===== config.mk =====
export PLATFORM = sky130hd
export DESIGN_NAME = colormem_arbiter_flat
export DESIGN_NICKNAME = d
export VERILOG_FILES = /design/src/rtl/xosera_pkg.sv /design/src/rtl/colormem_arbiter_if.sv /design/src/rtl/colormem_arbiter.sv /design/src/flat_wrapper.sv
export SDC_FILE = /design/constraint.sdc
export NUM_CORES = 1
export LEC_CHECK = 0
export ABC_AREA = 1
export CORE_MARGIN = 1.5
export CORE_UTILIZATION = 40
export DETAILED_ROUTE_END_ITERATION = 8
export GPL_TIMING_DRIVEN = 0
export PLACE_DENSITY = 0.8
export SLEW_MARGIN = 40
export SYNTH_ARGS = -nofsm -noshare
export SYNTH_HDL_FRONTEND = slang
export SYNTH_SLANG_ARGS = --single-unit

===== constraint.sdc =====
create_clock -name clk -period 1.74 [get_ports clk]
set_input_delay 0.348 -clock clk [delete_from_list [all_inputs] [get_ports clk]]
set_output_delay 0.348 -clock clk [all_outputs]
set_load 0.005 [all_outputs]

===== src/rtl/xosera_pkg.sv =====
// Shared types and constants for the color memory arbiter.
package xosera_pkg;

  localparam int COLORMEM_ADDR_W = 8;
  localparam int COLORMEM_DATA_W = 16;

  // Video lookup sequencer: two BRAM slots (A then B) per pixel request.
  typedef enum logic [1:0] {
    VID_IDLE = 2'd0,
    VID_VA   = 2'd1,
    VID_VB   = 2'd2
  } vid_state_t;

  // Owner of the BRAM read issued in the previous cycle.
  typedef enum logic [1:0] {
    TAG_NONE = 2'd0,
    TAG_VA   = 2'd1,
    TAG_VB   = 2'd2,
    TAG_HOST = 2'd3
  } rd_tag_t;

endpackage


===== src/rtl/colormem_arbiter_if.sv =====
// Bus bundle between the video pipeline, host registers, color BRAM and arbiter.
// The slave modport is the arbiter's view; master is the surrounding system.
interface colormem_arbiter_if
  import xosera_pkg::*;
#(
  parameter int ADDR_W = COLORMEM_ADDR_W,
  parameter int DATA_W = COLORMEM_DATA_W
);

  logic              vid_req_i;
  logic [ADDR_W-1:0] vid_idxA_i;
  logic [ADDR_W-1:0] vid_idxB_i;
  logic [DATA_W-1:0] vid_colorA_o;
  logic [DATA_W-1:0] vid_colorB_o;
  logic              vid_valid_o;
  logic              vid_overrun_o;

  logic              host_req_i;
  logic              host_wr_i;
  logic [ADDR_W-1:0] host_addr_i;
  logic [DATA_W-1:0] host_data_i;
  logic              host_ack_o;
  logic [DATA_W-1:0] host_data_o;

  logic              mem_sel_o;
  logic              mem_wr_o;
  logic [ADDR_W-1:0] mem_addr_o;
  logic [DATA_W-1:0] mem_wdata_o;
  logic [DATA_W-1:0] mem_rdata_i;

  modport slave (
    input  vid_req_i, vid_idxA_i, vid_idxB_i,
    output vid_colorA_o, vid_colorB_o, vid_valid_o, vid_overrun_o,
    input  host_req_i, host_wr_i, host_addr_i, host_data_i,
    output host_ack_o, host_data_o,
    output mem_sel_o, mem_wr_o, mem_addr_o, mem_wdata_o,
    input  mem_rdata_i
  );

  modport master (
    output vid_req_i, vid_idxA_i, vid_idxB_i,
    input  vid_colorA_o, vid_colorB_o, vid_valid_o, vid_overrun_o,
    output host_req_i, host_wr_i, host_addr_i, host_data_i,
    input  host_ack_o, host_data_o,
    input  mem_sel_o, mem_wr_o, mem_addr_o, mem_wdata_o,
    output mem_rdata_i
  );

endinterface


===== src/rtl/colormem_arbiter.sv =====
// Shares the single-port color BRAM between video A/B palette lookups and
// host register accesses. Video owns the port; the host gets idle slots only.
// Reset release is expected to be synchronized to clk by the parent.
module colormem_arbiter
  import xosera_pkg::*;
#(
  parameter int ADDR_W = COLORMEM_ADDR_W,
  parameter int DATA_W = COLORMEM_DATA_W
) (
  input  logic                clk,
  input  logic                reset_n_i,
  colormem_arbiter_if.slave   bus
);

  vid_state_t        state_q, state_d;
  rd_tag_t           tag_q, tag_d;
  logic [ADDR_W-1:0] idx_a_q, idx_b_q;
  logic [DATA_W-1:0] hold_a_q;
  logic              latch_idx;
  logic              overrun_d;
  logic              host_issue;
  logic              host_busy;
  logic              host_wr_q;

  logic              mem_sel;
  logic              mem_wr;
  logic [ADDR_W-1:0] mem_addr;
  logic [DATA_W-1:0] mem_wdata;

  logic [DATA_W-1:0] color_a_q, color_b_q;
  logic              valid_q, overrun_q;
  logic              host_ack_q;
  logic [DATA_W-1:0] host_data_q;

  // A host access is outstanding from issue until the cycle after its ack,
  // which gives the host one cycle to drop its request.
  assign host_busy = (tag_q == TAG_HOST) || host_wr_q || host_ack_q;

  // Next-state, BRAM port mux and host slot selection.
  always_comb begin
    state_d    = state_q;
    tag_d      = TAG_NONE;
    latch_idx  = 1'b0;
    overrun_d  = 1'b0;
    host_issue = 1'b0;
    mem_sel    = 1'b0;
    mem_wr     = 1'b0;
    mem_addr   = '0;
    mem_wdata  = '0;
    case (state_q)
      VID_IDLE: begin
        if (reset_n_i && bus.host_req_i && !host_busy) begin
          host_issue = 1'b1;
          mem_sel    = 1'b1;
          mem_wr     = bus.host_wr_i;
          mem_addr   = bus.host_addr_i;
          if (bus.host_wr_i) begin
            mem_wdata = bus.host_data_i;
          end else begin
            tag_d = TAG_HOST;
          end
        end
        if (bus.vid_req_i) begin
          latch_idx = 1'b1;
          state_d   = VID_VA;
        end
      end
      VID_VA: begin
        mem_sel  = 1'b1;
        mem_addr = idx_a_q;
        tag_d    = TAG_VA;
        state_d  = VID_VB;
        if (bus.vid_req_i) begin
          overrun_d = 1'b1;
        end
      end
      VID_VB: begin
        mem_sel  = 1'b1;
        mem_addr = idx_b_q;
        tag_d    = TAG_VB;
        if (bus.vid_req_i) begin
          latch_idx = 1'b1;
          state_d   = VID_VA;
        end else begin
          state_d = VID_IDLE;
        end
      end
      default: begin
        state_d = VID_IDLE;
      end
    endcase
  end

  // Sequencer state and pixel index capture.
  always_ff @(posedge clk or negedge reset_n_i) begin
    if (!reset_n_i) begin
      state_q <= VID_IDLE;
      idx_a_q <= '0;
      idx_b_q <= '0;
    end else begin
      state_q <= state_d;
      if (latch_idx) begin
        idx_a_q <= bus.vid_idxA_i;
        idx_b_q <= bus.vid_idxB_i;
      end
    end
  end

  // Read-tag pipeline: remembers who owns the data arriving next cycle.
  always_ff @(posedge clk or negedge reset_n_i) begin
    if (!reset_n_i) begin
      tag_q     <= TAG_NONE;
      host_wr_q <= 1'b0;
    end else begin
      tag_q     <= tag_d;
      host_wr_q <= host_issue && bus.host_wr_i;
    end
  end

  // Video result: hold A, then present the aligned A/B pair with B.
  always_ff @(posedge clk or negedge reset_n_i) begin
    if (!reset_n_i) begin
      hold_a_q  <= '0;
      color_a_q <= '0;
      color_b_q <= '0;
      valid_q   <= 1'b0;
      overrun_q <= 1'b0;
    end else begin
      valid_q   <= (tag_q == TAG_VB);
      overrun_q <= overrun_d;
      if (tag_q == TAG_VA) begin
        hold_a_q <= bus.mem_rdata_i;
      end
      if (tag_q == TAG_VB) begin
        color_a_q <= hold_a_q;
        color_b_q <= bus.mem_rdata_i;
      end
    end
  end

  // Host completion: ack one cycle after the slot, read data held until next read.
  always_ff @(posedge clk or negedge reset_n_i) begin
    if (!reset_n_i) begin
      host_ack_q  <= 1'b0;
      host_data_q <= '0;
    end else begin
      host_ack_q <= (tag_q == TAG_HOST) || host_wr_q;
      if (tag_q == TAG_HOST) begin
        host_data_q <= bus.mem_rdata_i;
      end
    end
  end

  assign bus.mem_sel_o     = mem_sel;
  assign bus.mem_wr_o      = mem_wr;
  assign bus.mem_addr_o    = mem_addr;
  assign bus.mem_wdata_o   = mem_wdata;
  assign bus.vid_colorA_o  = color_a_q;
  assign bus.vid_colorB_o  = color_b_q;
  assign bus.vid_valid_o   = valid_q;
  assign bus.vid_overrun_o = overrun_q;
  assign bus.host_ack_o    = host_ack_q;
  assign bus.host_data_o   = host_data_q;

endmodule


===== src/flat_wrapper.sv =====
// flat-port wrapper written by rule: the top's interface ports become plain ports
module colormem_arbiter_flat import xosera_pkg::*;
#(
  parameter int ADDR_W = COLORMEM_ADDR_W,
  parameter int DATA_W = COLORMEM_DATA_W
)
  (clk, reset_n_i, bus_vid_req_i, bus_vid_idxA_i, bus_vid_idxB_i, bus_vid_colorA_o, bus_vid_colorB_o, bus_vid_valid_o, bus_vid_overrun_o, bus_host_req_i, bus_host_wr_i, bus_host_addr_i, bus_host_data_i, bus_host_ack_o, bus_host_data_o, bus_mem_sel_o, bus_mem_wr_o, bus_mem_addr_o, bus_mem_wdata_o, bus_mem_rdata_i);
  colormem_arbiter_if #(.ADDR_W(ADDR_W), .DATA_W(DATA_W)) bus_i ();
  input  logic clk;
  input  logic reset_n_i;
  input wire logic [$bits(bus_i.vid_req_i)-1:0] bus_vid_req_i;
  input wire logic [$bits(bus_i.vid_idxA_i)-1:0] bus_vid_idxA_i;
  input wire logic [$bits(bus_i.vid_idxB_i)-1:0] bus_vid_idxB_i;
  output wire logic [$bits(bus_i.vid_colorA_o)-1:0] bus_vid_colorA_o;
  output wire logic [$bits(bus_i.vid_colorB_o)-1:0] bus_vid_colorB_o;
  output wire logic [$bits(bus_i.vid_valid_o)-1:0] bus_vid_valid_o;
  output wire logic [$bits(bus_i.vid_overrun_o)-1:0] bus_vid_overrun_o;
  input wire logic [$bits(bus_i.host_req_i)-1:0] bus_host_req_i;
  input wire logic [$bits(bus_i.host_wr_i)-1:0] bus_host_wr_i;
  input wire logic [$bits(bus_i.host_addr_i)-1:0] bus_host_addr_i;
  input wire logic [$bits(bus_i.host_data_i)-1:0] bus_host_data_i;
  output wire logic [$bits(bus_i.host_ack_o)-1:0] bus_host_ack_o;
  output wire logic [$bits(bus_i.host_data_o)-1:0] bus_host_data_o;
  output wire logic [$bits(bus_i.mem_sel_o)-1:0] bus_mem_sel_o;
  output wire logic [$bits(bus_i.mem_wr_o)-1:0] bus_mem_wr_o;
  output wire logic [$bits(bus_i.mem_addr_o)-1:0] bus_mem_addr_o;
  output wire logic [$bits(bus_i.mem_wdata_o)-1:0] bus_mem_wdata_o;
  input wire logic [$bits(bus_i.mem_rdata_i)-1:0] bus_mem_rdata_i;
  assign bus_i.vid_req_i = bus_vid_req_i;
  assign bus_i.vid_idxA_i = bus_vid_idxA_i;
  assign bus_i.vid_idxB_i = bus_vid_idxB_i;
  assign bus_vid_colorA_o = bus_i.vid_colorA_o;
  assign bus_vid_colorB_o = bus_i.vid_colorB_o;
  assign bus_vid_valid_o = bus_i.vid_valid_o;
  assign bus_vid_overrun_o = bus_i.vid_overrun_o;
  assign bus_i.host_req_i = bus_host_req_i;
  assign bus_i.host_wr_i = bus_host_wr_i;
  assign bus_i.host_addr_i = bus_host_addr_i;
  assign bus_i.host_data_i = bus_host_data_i;
  assign bus_host_ack_o = bus_i.host_ack_o;
  assign bus_host_data_o = bus_i.host_data_o;
  assign bus_mem_sel_o = bus_i.mem_sel_o;
  assign bus_mem_wr_o = bus_i.mem_wr_o;
  assign bus_mem_addr_o = bus_i.mem_addr_o;
  assign bus_mem_wdata_o = bus_i.mem_wdata_o;
  assign bus_i.mem_rdata_i = bus_mem_rdata_i;
  colormem_arbiter #(.ADDR_W(ADDR_W), .DATA_W(DATA_W)) u_core (.clk(clk), .reset_n_i(reset_n_i), .bus(bus_i));
endmodule

==> results_dict.tcl <==
set metrics [dict create \
    wire_per_inst_um 14.0 \
    leakage_nw 2.85 \
    start_kind "flop" \
    cts_sinks 88 \
    r2r_setup_slack_ns 0.10 \
    antenna_cells 0 \
    path_buf_inv 4 \
    die-height_um 99.5 \
    hpwl_um 7050 \
    drtPass1Iterations 4 \
    grt_max_degree 66 \
    syn_area_sq_um 3730 \
    swShare_pct 36.1 \
    power_density_nw_per_um2 1560 \
    pwr-share-clk_pct 14.5 \
    cp.required_ns 1.39 \
    cts_buffers 9 \
    slowest_stage "dfrtp_1" \
    path_class "reg -> out" \
    regArea_sq_um 2200 \
    fin_ws_ns -0.332 \
    critPathMaxStageDelay_ns 0.41 \
    core-area_sq_um 9150 \
    antenna_found_initial 0 \
    irDropWorstVdd_uv 780 \
    die_area_sq_um 9910 \
    die_w_um 99.5 \
    worst_pin_slew_ns 0.527 \
    crit_arrival_ns 1.72 \
    hold_path.class "in -> async" \
    slew_viol_final 0 \
    htree_levels 3 \
    finClkSkew_ns 0.0109 \
    timing.setup.tns_ns -7.88 \
    ant_nets 0 \
    cp_cell_sequence "inv_2 > ha_4 > nand2_4 > nor2_4 > buf_6 > nand3_4 > buf_8 > nor2_1 > buf_2" \
    syn2layout_area_growth_pct 52.8 \
    insertion_delay_ns 0.35 \
    critPathMaxFanout 8 \
    violations "setup timing" \
    drive_above_1_share_pct 19.2 \
    via_per_inst 4.71 \
    ys_types 20 \
    clk_pin_slew_ns 0.09 \
    initial_utilization_pct 40.7 \
    drcViolationCount 0 \
    crit_start "u_core.state_q[1]" \
    pwr-share-seq_pct 40.3 \
    cts_tree "built" \
    clockBufferDepth 2 \
    syn-num-nets 500 \
    cts-root-buf "clkbuf_8" \
    multi_input_area_sq_um 1350 \
    fmax_mhz 483 \
    ys_seq_elements 88 \
    r2r-end "u_core.idx_b_q[5]" \
    status "finished, violations left" \
    nets 664 \
    drtIter0Drc 155 \
    portBuffers 137 \
    grt_setup_unrepaired "yes" \
    grt_pass1_vias 3299 \
    p_sw_mw 3.21 \
    rows 35 \
    nFillCells 753 \
    crit_end "bus_mem_wdata_o[5]" \
    r2r-start "u_core.state_q[0]" \
    cp_num_cells 9 \
    p_int_mw 5.67 \
    finalWirelength_um 10000 \
    worst_setup_path_end_kind "output port" \
    path_delay_family "buffers and inverters" \
    setup_viol 26 \
    synth_cells 434 \
    final_hold_viol_count 0 \
    gp_congestion 0.820 \
    drv_cap 0 \
    grt_usage_pct 20.3 \
    ioPinCount 138 \
    min_period_ns 2.07 \
    yosysSeqAreaShare_pct 59.1 \
    slew-limit-headroom_pct 64.8 \
    yosys_warnings 0 \
    finalCritPeriodShare_pct 119 \
    avgSynthCellArea_sq_um 8.59 \
    reg2reg_depth 9 \
    num_vias 3362 \
    overflow 0 \
    grt_pass1_wl_um 16000 \
    pwr-share-comb_pct 45.2 \
    power_mw 8.88 \
]
==> cells by family (layout without fill, tap and decap cells) <==
kind of cell             Yosys count  after routing  share of synthesized area [%]
flip-flops                        88             88                           59.1
buffers and inverters             88            257                           9.83
adder cells (fa/ha/maj)            5              5                           1.68
AO/OA/AOI/OAI                     79             79                           11.2
AND/OR/NAND/NOR                  174            174                           18.2
==> worst reg2reg max path, cell delays in order, from the launching register on <==
cell and delay (ns):
dfrtp_1 0.38, inv_2 0.06, buf_4 0.15, ha_4 0.16, buf_2 0.15, buf_4 0.14, o21ai_4 0.21, buf_6 0.17
nand2_1 0.05, o21ai_0 0.08
==> placed cells by master (no fill, tap or decap), drive strengths merged, types with 2 or more instances in the layout <==
master,instances
nor2,19
clkinvlp,2
clkdlybuf4s50,110
inv,69
clkbuf,16
dfrtp,88
o21ai,68
a21oi,10
clkinv,3
ha,5
nand3,10
nand2,145
buf,56
==> cell usage after synthesis (all sizes together) <==
master / n / area, sq um
inv: 67 / 251
nand2: 145 / 544
nor2: 19 / 78.8
buf: 12 / 80.1
clkbuf: 9 / 35.0
o21ai: 68 / 359
ha: 5 / 62.6
a21oi: 10 / 53.8
dfrtp: 88 / 2200
o22ai: 1 / 6.26
nand3: 10 / 55.1
==> power groups by stage <==
stage          Combinational [mW]  Sequential [mW]  Clock (mW)
2_1_floorplan                1.63             3.54           0
3_3_place_gp                 3.56             3.56           0
3_5_place_dp                 3.68             3.60           0
4_1_cts                      3.87             3.56        1.30
5_1_grt                      4.46             3.68        1.42
6_report                     4.02             3.58        1.29
==> cell type report <==
cell class	count	area share [%]
Clock inverter	7	0.966
Clock buffer	9	2.17
Sequential cell	88	38.7
Inverter	67	4.41
Multi-Input combinational cell	258	23.7
Tap cell	111	2.44
Buffer	19	2.55
Timing Repair Buffer	155	25.0
==> metrics by stage <==
step | cells | worst slack [ns] | cell area, sq um | hold WS (ns) | util (%)
final | 714 | -0.332 | 5700 | 0.0414 | 62.2
after global routing | 714 | -0.453 | 5700 | 0.0736 | 62.2
after CTS | 712 | -0.323 | 5560 | 0.483 | 60.8
after detailed placement | 683 | -0.661 | 5270 | 0.226 | 57.6
after global placement | 682 | -3.60 | 5240 | 0.459 | 57.2
after floorplan | 434 | 0.0248 | 3730 | 0.0524 | -
==> worst min-delay path by stage <==
stage / startpoint / end / slack, ns / cells past startpoint
2_1_floorplan: reset_n_i / u_core.bus.host_ack_o / 0.05 / 0
3_3_place_gp: u_core.bus.vid_colorA_o[15] / u_core.bus.vid_colorA_o[15] / 0.46 / 2
3_5_place_dp: reset_n_i / u_core.bus.host_ack_o / 0.23 / 1
4_1_cts: u_core.hold_a_q[3] / u_core.bus.vid_colorA_o[3] / 0.48 / 2
5_1_grt: reset_n_i / u_core.state_q[1] / 0.07 / 2
6_report: reset_n_i / u_core.state_q[1] / 0.04 / 2
==> registers in the layout (all words and copies together) (netlist names) <==
register and cells:
u_core.hold_a_q 16, u_core.host_wr_q 1, u_core.idx_a_q 8, u_core.bus.vid_overrun_o 1, u_core.bus.vid_colorA_o 16, u_core.bus.host_ack_o 1
u_core.bus.vid_colorB_o 16, u_core.idx_b_q 8, u_core.bus.vid_valid_o 1, u_core.tag_q 2, u_core.state_q 2, u_core.bus.host_data_o 16
==> per-layer routing <==
metal  vias up  GRT usage (%)  wire, um
li1       1649              -         -
met1      1594           26.0      4290
met2       107           35.1      5110
met3        12           3.37       528
met4         0           6.61        86
met5         -              0         0
==> what timing repair did <==
item | in CTS | in global routing
hold buffers | 2 | 0
setup buffers | 11 | 2
cloned | 2 | 1
endpoints found under the hold margin | 23 | 0
resized for setup | 144 | 36
pin swaps | 7 | 8
endpoints found under the setup margin | 26 | 37
(Power assumes the default switching activity.)
